File: src/rtl/pm_shift_ctrl.sv
`timescale 1ns/1ps
// pm_shift_ctrl
// Sequencer for CPU-initiated pixel-matrix shift operations. On an accepted
// start it presents a configured word on pm_din, emits cfg_cycles shift-clock
// pulses on pm_sclk (each phase lasting cfg_div+1 clk cycles), captures the
// matrix outputs at the end of each high phase, then finishes with a store
// strobe and a one-cycle done pulse.
//
// Ports:
//   clk, rst              clock, asynchronous active-high reset
//   start, abort          one-cycle operation request / cancel
//   cfg_cycles            number of shift pulses (0 = store only)
//   cfg_div               phase length minus one, in clk cycles
//   cfg_din               word presented to the matrix
//   pm_din                matrix data input (held until next accepted start)
//   pm_dout_a, pm_dout_b  matrix outputs
//   pm_sclk, pm_store     matrix shift clock and store strobe
//   dout_a_q, dout_b_q    last captured matrix outputs
//   busy, done            operation in progress / completion pulse
module pm_shift_ctrl #(
  parameter int unsigned CNT_WIDTH = 16,
  parameter int unsigned DIV_WIDTH = 8
) (
  input  logic                 clk,
  input  logic                 rst,
  input  logic                 start,
  input  logic                 abort,
  input  logic [CNT_WIDTH-1:0] cfg_cycles,
  input  logic [DIV_WIDTH-1:0] cfg_div,
  input  logic [31:0]          cfg_din,
  output logic [31:0]          pm_din,
  input  logic [31:0]          pm_dout_a,
  input  logic [31:0]          pm_dout_b,
  output logic                 pm_sclk,
  output logic                 pm_store,
  output logic [31:0]          dout_a_q,
  output logic [31:0]          dout_b_q,
  output logic                 busy,
  output logic                 done
);

  typedef enum logic [2:0] {
    IDLE,
    SETUP,
    CLK_HIGH,
    CLK_LOW,
    STORE
  } state_t;

  state_t               state, state_nxt;
  logic [DIV_WIDTH-1:0] phase, phase_nxt;
  logic [DIV_WIDTH-1:0] div_s, div_s_nxt;
  logic [CNT_WIDTH-1:0] rem, rem_nxt, rem_dec;

  logic                 phase_last;
  logic                 accept;
  logic                 capture;

  logic                 sclk_nxt, store_nxt, busy_nxt, done_nxt;
  logic [31:0]          din_nxt;

  assign phase_last = (phase == div_s);
  assign accept     = (state == IDLE) && start && !abort;
  // Capture is suppressed on an aborting cycle so the last completed pulse's
  // data remains visible.
  assign capture    = (state == CLK_HIGH) && phase_last && !abort;
  assign rem_dec    = (rem != '0) ? rem - CNT_WIDTH'(1) : rem;

  // State register and counters
  always_ff @(posedge clk or posedge rst) begin
    if (rst) begin
      state <= IDLE;
      phase <= '0;
      div_s <= '0;
      rem   <= '0;
    end else begin
      state <= state_nxt;
      phase <= phase_nxt;
      div_s <= div_s_nxt;
      rem   <= rem_nxt;
    end
  end

  // Next-state and counter logic
  always_comb begin
    state_nxt = state;
    case (state)
      IDLE:     if (accept) state_nxt = (cfg_cycles != '0) ? SETUP : STORE;
      SETUP:    if (phase_last) state_nxt = CLK_HIGH;
      CLK_HIGH: if (phase_last) state_nxt = (rem_dec == '0) ? STORE : CLK_LOW;
      CLK_LOW:  if (phase_last) state_nxt = CLK_HIGH;
      STORE:    if (phase_last) state_nxt = IDLE;
      default:  state_nxt = IDLE;
    endcase
    if (abort && (state != IDLE)) state_nxt = IDLE;

    // Phase counter restarts on every state change; no state follows itself
    // across a phase boundary, so a change of state marks the phase end.
    phase_nxt = ((state_nxt == state) && (state != IDLE)) ? phase + DIV_WIDTH'(1) : '0;

    rem_nxt = rem;
    if (accept)       rem_nxt = cfg_cycles;
    else if (capture) rem_nxt = rem_dec;

    div_s_nxt = accept ? cfg_div : div_s;
  end

  // Output logic: outputs are registered, so they are derived from the next state
  always_comb begin
    sclk_nxt  = (state_nxt == CLK_HIGH);
    store_nxt = (state_nxt == STORE);
    busy_nxt  = (state_nxt != IDLE);
    done_nxt  = (state == STORE) && (state_nxt == IDLE) && !abort;
    din_nxt   = accept ? cfg_din : pm_din;
  end

  always_ff @(posedge clk or posedge rst) begin
    if (rst) begin
      pm_din   <= '0;
      pm_sclk  <= 1'b0;
      pm_store <= 1'b0;
      dout_a_q <= '0;
      dout_b_q <= '0;
      busy     <= 1'b0;
      done     <= 1'b0;
    end else begin
      pm_din   <= din_nxt;
      pm_sclk  <= sclk_nxt;
      pm_store <= store_nxt;
      busy     <= busy_nxt;
      done     <= done_nxt;
      if (capture) begin
        dout_a_q <= pm_dout_a;
        dout_b_q <= pm_dout_b;
      end
    end
  end

endmodule

File: config.mk
export PLATFORM = sky130hd
export DESIGN_NAME = pm_shift_ctrl
export DESIGN_NICKNAME = d
export VERILOG_FILES = /design/src/rtl/pm_shift_ctrl.sv
export SDC_FILE = /design/constraint.sdc
export NUM_CORES = 1
export LEC_CHECK = 0
export ABC_AREA = 0
export BUFFER_PORTS_ARGS = -buffer_cell sky130_fd_sc_hd__clkbuf_2
export CAP_MARGIN = 20
export CORE_MARGIN = 3
export CORE_UTILIZATION = 30
export CTS_CLUSTER_DIAMETER = 200
export CTS_CLUSTER_SIZE = 30
export DETAILED_ROUTE_END_ITERATION = 10
export GPL_ROUTABILITY_DRIVEN = 0
export PLACE_DENSITY = 0.56
export SLEW_MARGIN = 30
export SYNTH_ARGS = -nofsm -noshare
export SYNTH_HDL_FRONTEND = slang
export SYNTH_SLANG_ARGS = --single-unit
export TNS_END_PERCENT = 30
File: constraint.sdc
create_clock -name clk -period 6.1 [get_ports clk]
set_input_delay 1.525 -clock clk [delete_from_list [all_inputs] [get_ports clk]]
set_output_delay 1.525 -clock clk [all_outputs]
set_load 0.01 [all_outputs]
# Yosys cells after proc, flatten, opt, wreduce, memory -nomap -nowiden
# Index checks and enable logic that the tools add are counted.
# word_totals
ff_bits,135
inputBits,124
out_inout_bits,100
wordCells,51
# classes
add_sub_neg,2
n_eq_ne,8
mux,12
reduce_logical,18
# op_table
op,count
16-bit 2-to-1 mux,3
16-bit nonzero test,2
3-bit 2-to-1 mux,7
16-bit zero test,1
"16-bit by 1-bit subtractor with 16-bit output, second input constant",1
3-bit case mux with 4 select lines,1
"3-bit by 2-bit == test with 1-bit output, second input constant",3
"8-bit by 1-bit adder with 8-bit output, second input constant",1
8-bit == test,1
1-bit logical AND,8
8-bit 2-to-1 mux,1
"3-bit == test, second input constant",2
3-bit zero test,2
3-bit nonzero test,2
"3-bit by 1-bit == test with 1-bit output, second input constant",1
3-bit == test,1
2-bit nonzero test,1
2-bit OR reduction,1
1-bit zero test,1

# Logic depth before layout (Yosys ltp)
# logic_depth
ltp_word,10
mapped_depth,10

# Worst setup path after synthesis
# No wires, ideal clock.
# synth_timing
path_kind,input to register
start,input port abort
end,register phase[1]
setup_time_ns,0.088
arrival_ns,2.872
slack_ns,3.140
path_stages,7
path_cell_list,nor2_1 > and3_1 > and2_1 > a31oi_1 > a31oi_1 > o31ai_4 > nor3b_1
# synth_between
elab_chain_len,8
# synth_lines
element,line,rtl
from (decl),27,"input logic abort,"
1-bit zero test,63,assign accept = (state == IDLE) && start && !abort;
1-bit logical AND,63,
3-bit 2-to-1 mux,88,IDLE: if (accept) state_nxt = (cfg_cycles != '0) ? SETUP : STORE;
3-bit case mux with 4 select lines,87,case (state)
3-bit 2-to-1 mux (*),95,if (abort && (state != IDLE)) state_nxt = IDLE;
3-bit == test (*),99,phase_nxt = ((state_nxt == state) && (state != IDLE)) ? phase + DIV_WIDTH'(1) : '0;
1-bit logical AND (*),99,
8-bit 2-to-1 mux (*),99,
net phase_nxt[1],51,"logic [DIV_WIDTH-1:0] phase, phase_nxt;"
to (signal assigned),78,phase <= phase_nxt;
to (decl),51,
# Mark *: on every way through the listed nets, which the timed path passes. The rest lies on a longest branch.
# A chain may end at the register's enable or synchronous reset.

# Worst setup path in the final report
# layout_timing
start,register rem[0]
end,register pm_store
# layout_between
elab_chain_len,8
# layout_lines
element,line,rtl
from (decl),53,"logic [CNT_WIDTH-1:0] rem, rem_nxt, rem_dec;"
from (signal assigned),80,rem <= rem_nxt;
16-bit by 1-bit subtractor with 16-bit output / 16-bit nonzero test (equally long branches),67,assign rem_dec = (rem != '0) ? rem - CNT_WIDTH'(1) : rem;
16-bit 2-to-1 mux (*),67,
16-bit zero test (*),90,CLK_HIGH: if (phase_last) state_nxt = (rem_dec == '0) ? STORE : CLK_LOW;
3-bit 2-to-1 mux (*) (2 in a row),90,
3-bit case mux with 4 select lines (*),87,
3-bit 2-to-1 mux (*),95,
3-bit == test (*),111,store_nxt = (state_nxt == STORE);
net store_nxt,59,"logic sclk_nxt, store_nxt, busy_nxt, done_nxt;"
to (signal assigned),129,pm_store <= store_nxt;
to (decl),35,"output logic pm_store,"
# Marks and branches as above.

==> results.sh <==
export IMPL_synth_edf_count=0
export IMPL_rows=51
export IMPL_layout_cells_non_filler=1189
export IMPL_finalHoldViolations=0
export IMPL_crit_type="reg2reg"
export IMPL_r2r_start="rem[0]$_DFFE_PP0P_"
export IMPL_min_period_ns=3.74
export IMPL_switchingPower_mw=0.822
export IMPL_portBuffers=223
export IMPL_drtIter0Drc=344
export IMPL_ant_nets=0
export IMPL_cts_root_buf="clkbuf_16"
export IMPL_crit_arrival_ns=4.07
export IMPL_grt_overflow_total=0
export IMPL_grt_usage=0.162
export IMPL_vias=5531
export IMPL_final_cell_mix="nand2_1 (344), clkbuf_2 (223), dfrtp_1 (135)"
export IMPL_max_slew_margin=0.404
export IMPL_drt_first_pass_iters=6
export IMPL_min_to="dout_b_q[30]$_DFFE_PP0P_"
export IMPL_cellInternalPower_mw=1.91
export IMPL_rr_endpoint="pm_store$_DFF_PP0_"
export IMPL_worst_setup_path_end_kind="register"
export IMPL_hold_buffers=0
export IMPL_crit_required_ns=6.43
export IMPL_num_nets_final=1037
export IMPL_vdd_drop_max_v=0.000198
export IMPL_cellLeakagePower_nw=4.36
export IMPL_layout_commonest_cell="nand2_1"
export IMPL_cp_start_kind="register"
export IMPL_drv_cap=0
export IMPL_drive_gt1_frac=0.298
export IMPL_synthArstFlopShare=1.00
export IMPL_synth_flop_cell="dfrtp_1"
export IMPL_power_density_nw_per_um2=337
export IMPL_setup_viol=0
export IMPL_clock_skew_final_ns=0.00810
export IMPL_area_growth_pct=33.4
export IMPL_status="finished, final reports clean"
export IMPL_yosys_warnings=0
export IMPL_clock_sinks=135
export IMPL_hold_depth=2
export IMPL_synth_seq_cells=135
export IMPL_grt_pass1_vias=5426
export IMPL_cts_tree="built"
export IMPL_cts_setup_buffers=0
export IMPL_reg2reg_depth=9
export IMPL_start_util=0.308
export IMPL_clk_pin_slew_ns=0.06
export IMPL_cts_buffers=17
export IMPL_regToRegSetupSlack_ns=2.36
export IMPL_io_pins=224
export IMPL_worstHoldStart="dout_b_q[30]$_DFFE_PP0P_"
export IMPL_drv_slew=0
export IMPL_seqPwrFrac=0.423
export IMPL_clock_path_buffers=2
export IMPL_ys_seq_area_frac=0.557
export IMPL_grt_max_degree=106
export IMPL_diodes=0
export IMPL_drc_errors=0
export IMPL_worst_pin_slew_ns=0.893
export IMPL_holdWs_ns=0.471
export IMPL_post_dp_hpwl_mm=12.6
export IMPL_syn_inst=696
export IMPL_cp_max_fo=6
export IMPL_dpl_worst_slack_ns=2.21
export IMPL_timing_setup_tns_ns=0
export IMPL_fin_crit_sh=0.613
export IMPL_insertion_delay_ns=0.41
export IMPL_post_drt_wl_per_cell_um=14.8
export IMPL_p_sw_frac=0.301
export IMPL_synth_nets=822
export IMPL_antenna_found_initial=0
export IMPL_viasPerCell=4.65
export IMPL_dpl_cell_count=1157
export IMPL_dieArea_um2=21900
export IMPL_synthDistinctLibCells=50
export IMPL_hp_class="reg2reg"
export IMPL_fin_ws_ns=2.36
export IMPL_die_y_um=148
export IMPL_routed_wl_mm=17.6
export IMPL_rsz0062_at_grt="no"
export IMPL_fp_dieW_um=148
export IMPL_syn_avg_cell_area_um2=8.71
export IMPL_p_comb_frac=0.192
export IMPL_cts_resized_gates=0
export IMPL_p_clk_frac=0.385
export IMPL_max_freq_mhz=267
export IMPL_grt_first_pass_wirelength_mm=28.5
export IMPL_core_um2=19700
export IMPL_design_power_total_mw=2.73
export IMPL_synth_area_um2=6060
export IMPL_h_tree_depth=4
## area by class of cell
class / count / area [µm²]
timing repair buffer: 230 / 1200
clock buffer: 20 / 457
tap: 265 / 332
fill: 2074 / 11600
sequential: 135 / 3380
inverter: 6 / 30.0
multi-input combinational: 521 / 2540
clock inverter: 12 / 151
## flip-flops by register name, indices dropped and copies added (netlist names)
signal	count
div_s	8
done	1
pm_store	1
dout_b_q	32
pm_din	32
busy	1
rem	16
state	3
dout_a_q	32
phase	8
pm_sclk	1
## metal layers
layer	global-route usage	share of wire
met2	0.265	0.50
met1	0.212	0.43
met3	0.0497	0.063
met5	0	0
met4	0.0420	0.011
## critical path, stage by stage, from the launching register on
cell     delay (ns)
dfrtp_1        0.44
inv_1          0.10
ha_1           0.25
nor3b_1        0.76
nand4_1        0.44
mux2i_1        0.41
nand4_1        0.15
or4_4          0.57
or3b_1         0.40
a21oi_1        0.15
## per-stage QoR
stage	utilization	area, µm²
after global placement	0.379	7440
after global routing	0.411	8090
after CTS	0.411	8090
after floorplan	-	6060
final	0.411	8090
after detailed placement	0.380	7480
## power by group through the flow
stage	Sequential, mW	Clock, mW	Combinational (mW)
2_1_floorplan	1.17	0	0.299
3_3_place_gp	1.17	0	0.525
3_5_place_dp	1.17	0	0.531
4_1_cts	1.15	1.08	0.532
5_1_grt	1.17	1.12	0.585
6_report	1.15	1.05	0.524
## synthesized netlist by cell type, types with 2 or more instances
master | number | area share
and2_1 | 2 | 0.0021
nor2b_1 | 3 | 0.0031
buf_1 | 5 | 0.0031
or3_1 | 5 | 0.0052
nor2_1 | 17 | 0.011
a211oi_1 | 2 | 0.0025
a31oi_1 | 4 | 0.0041
clkbuf_1 | 26 | 0.016
and3_1 | 4 | 0.0041
nand4_1 | 8 | 0.0083
ha_1 | 2 | 0.0041
inv_1 | 6 | 0.0037
o211ai_1 | 5 | 0.0062
o41ai_1 | 3 | 0.0043
o31ai_1 | 5 | 0.0062
nor4_1 | 11 | 0.011
nor3b_1 | 2 | 0.0025
or3b_1 | 2 | 0.0029
or4_4 | 2 | 0.0037
o21ai_1 | 2 | 0.0017
nor4_2 | 3 | 0.0062
o221ai_1 | 2 | 0.0029
nor3_1 | 17 | 0.014
nand3_1 | 7 | 0.0058
or4_1 | 8 | 0.0099
a221o_1 | 10 | 0.017
xnor2_1 | 4 | 0.0058
xor2_1 | 11 | 0.016
o21ai_0 | 9 | 0.0074
nand2_1 | 344 | 0.21
a21oi_1 | 10 | 0.0083
a21boi_0 | 2 | 0.0025
buf_2 | 2 | 0.0017
dfrtp_1 | 135 | 0.56
## how the worst max path moves through the flow
stage                            start                 end  slack (ns)
global placement                 abort  rem[0]$_DFFE_PP0P_        1.88
global route        rem[0]$_DFFE_PP0P_  pm_store$_DFF_PP0_        2.17
finish              rem[0]$_DFFE_PP0P_  pm_store$_DFF_PP0_        2.36
CTS                 rem[0]$_DFFE_PP0P_  pm_store$_DFF_PP0_        2.44
detailed placement               abort  phase[7]$_DFF_PP0_        2.21
floorplan                          rst      busy$_DFF_PP0_        0.96
## logic make-up (layout without fill, tap and decap cells)
family	after synthesis	after routing	share of synthesized area
adders and majority gates	2	2	0.00413
DFF	135	135	0.557
muxes	1	1	0.00165
and+or+nand+nor	441	441	0.312
AOI/OAI and AO/OA	62	62	0.0768
xor gates and xnor gates	15	15	0.0217
buffers and inverters	40	268	0.0264
(Power assumes the default switching activity.)
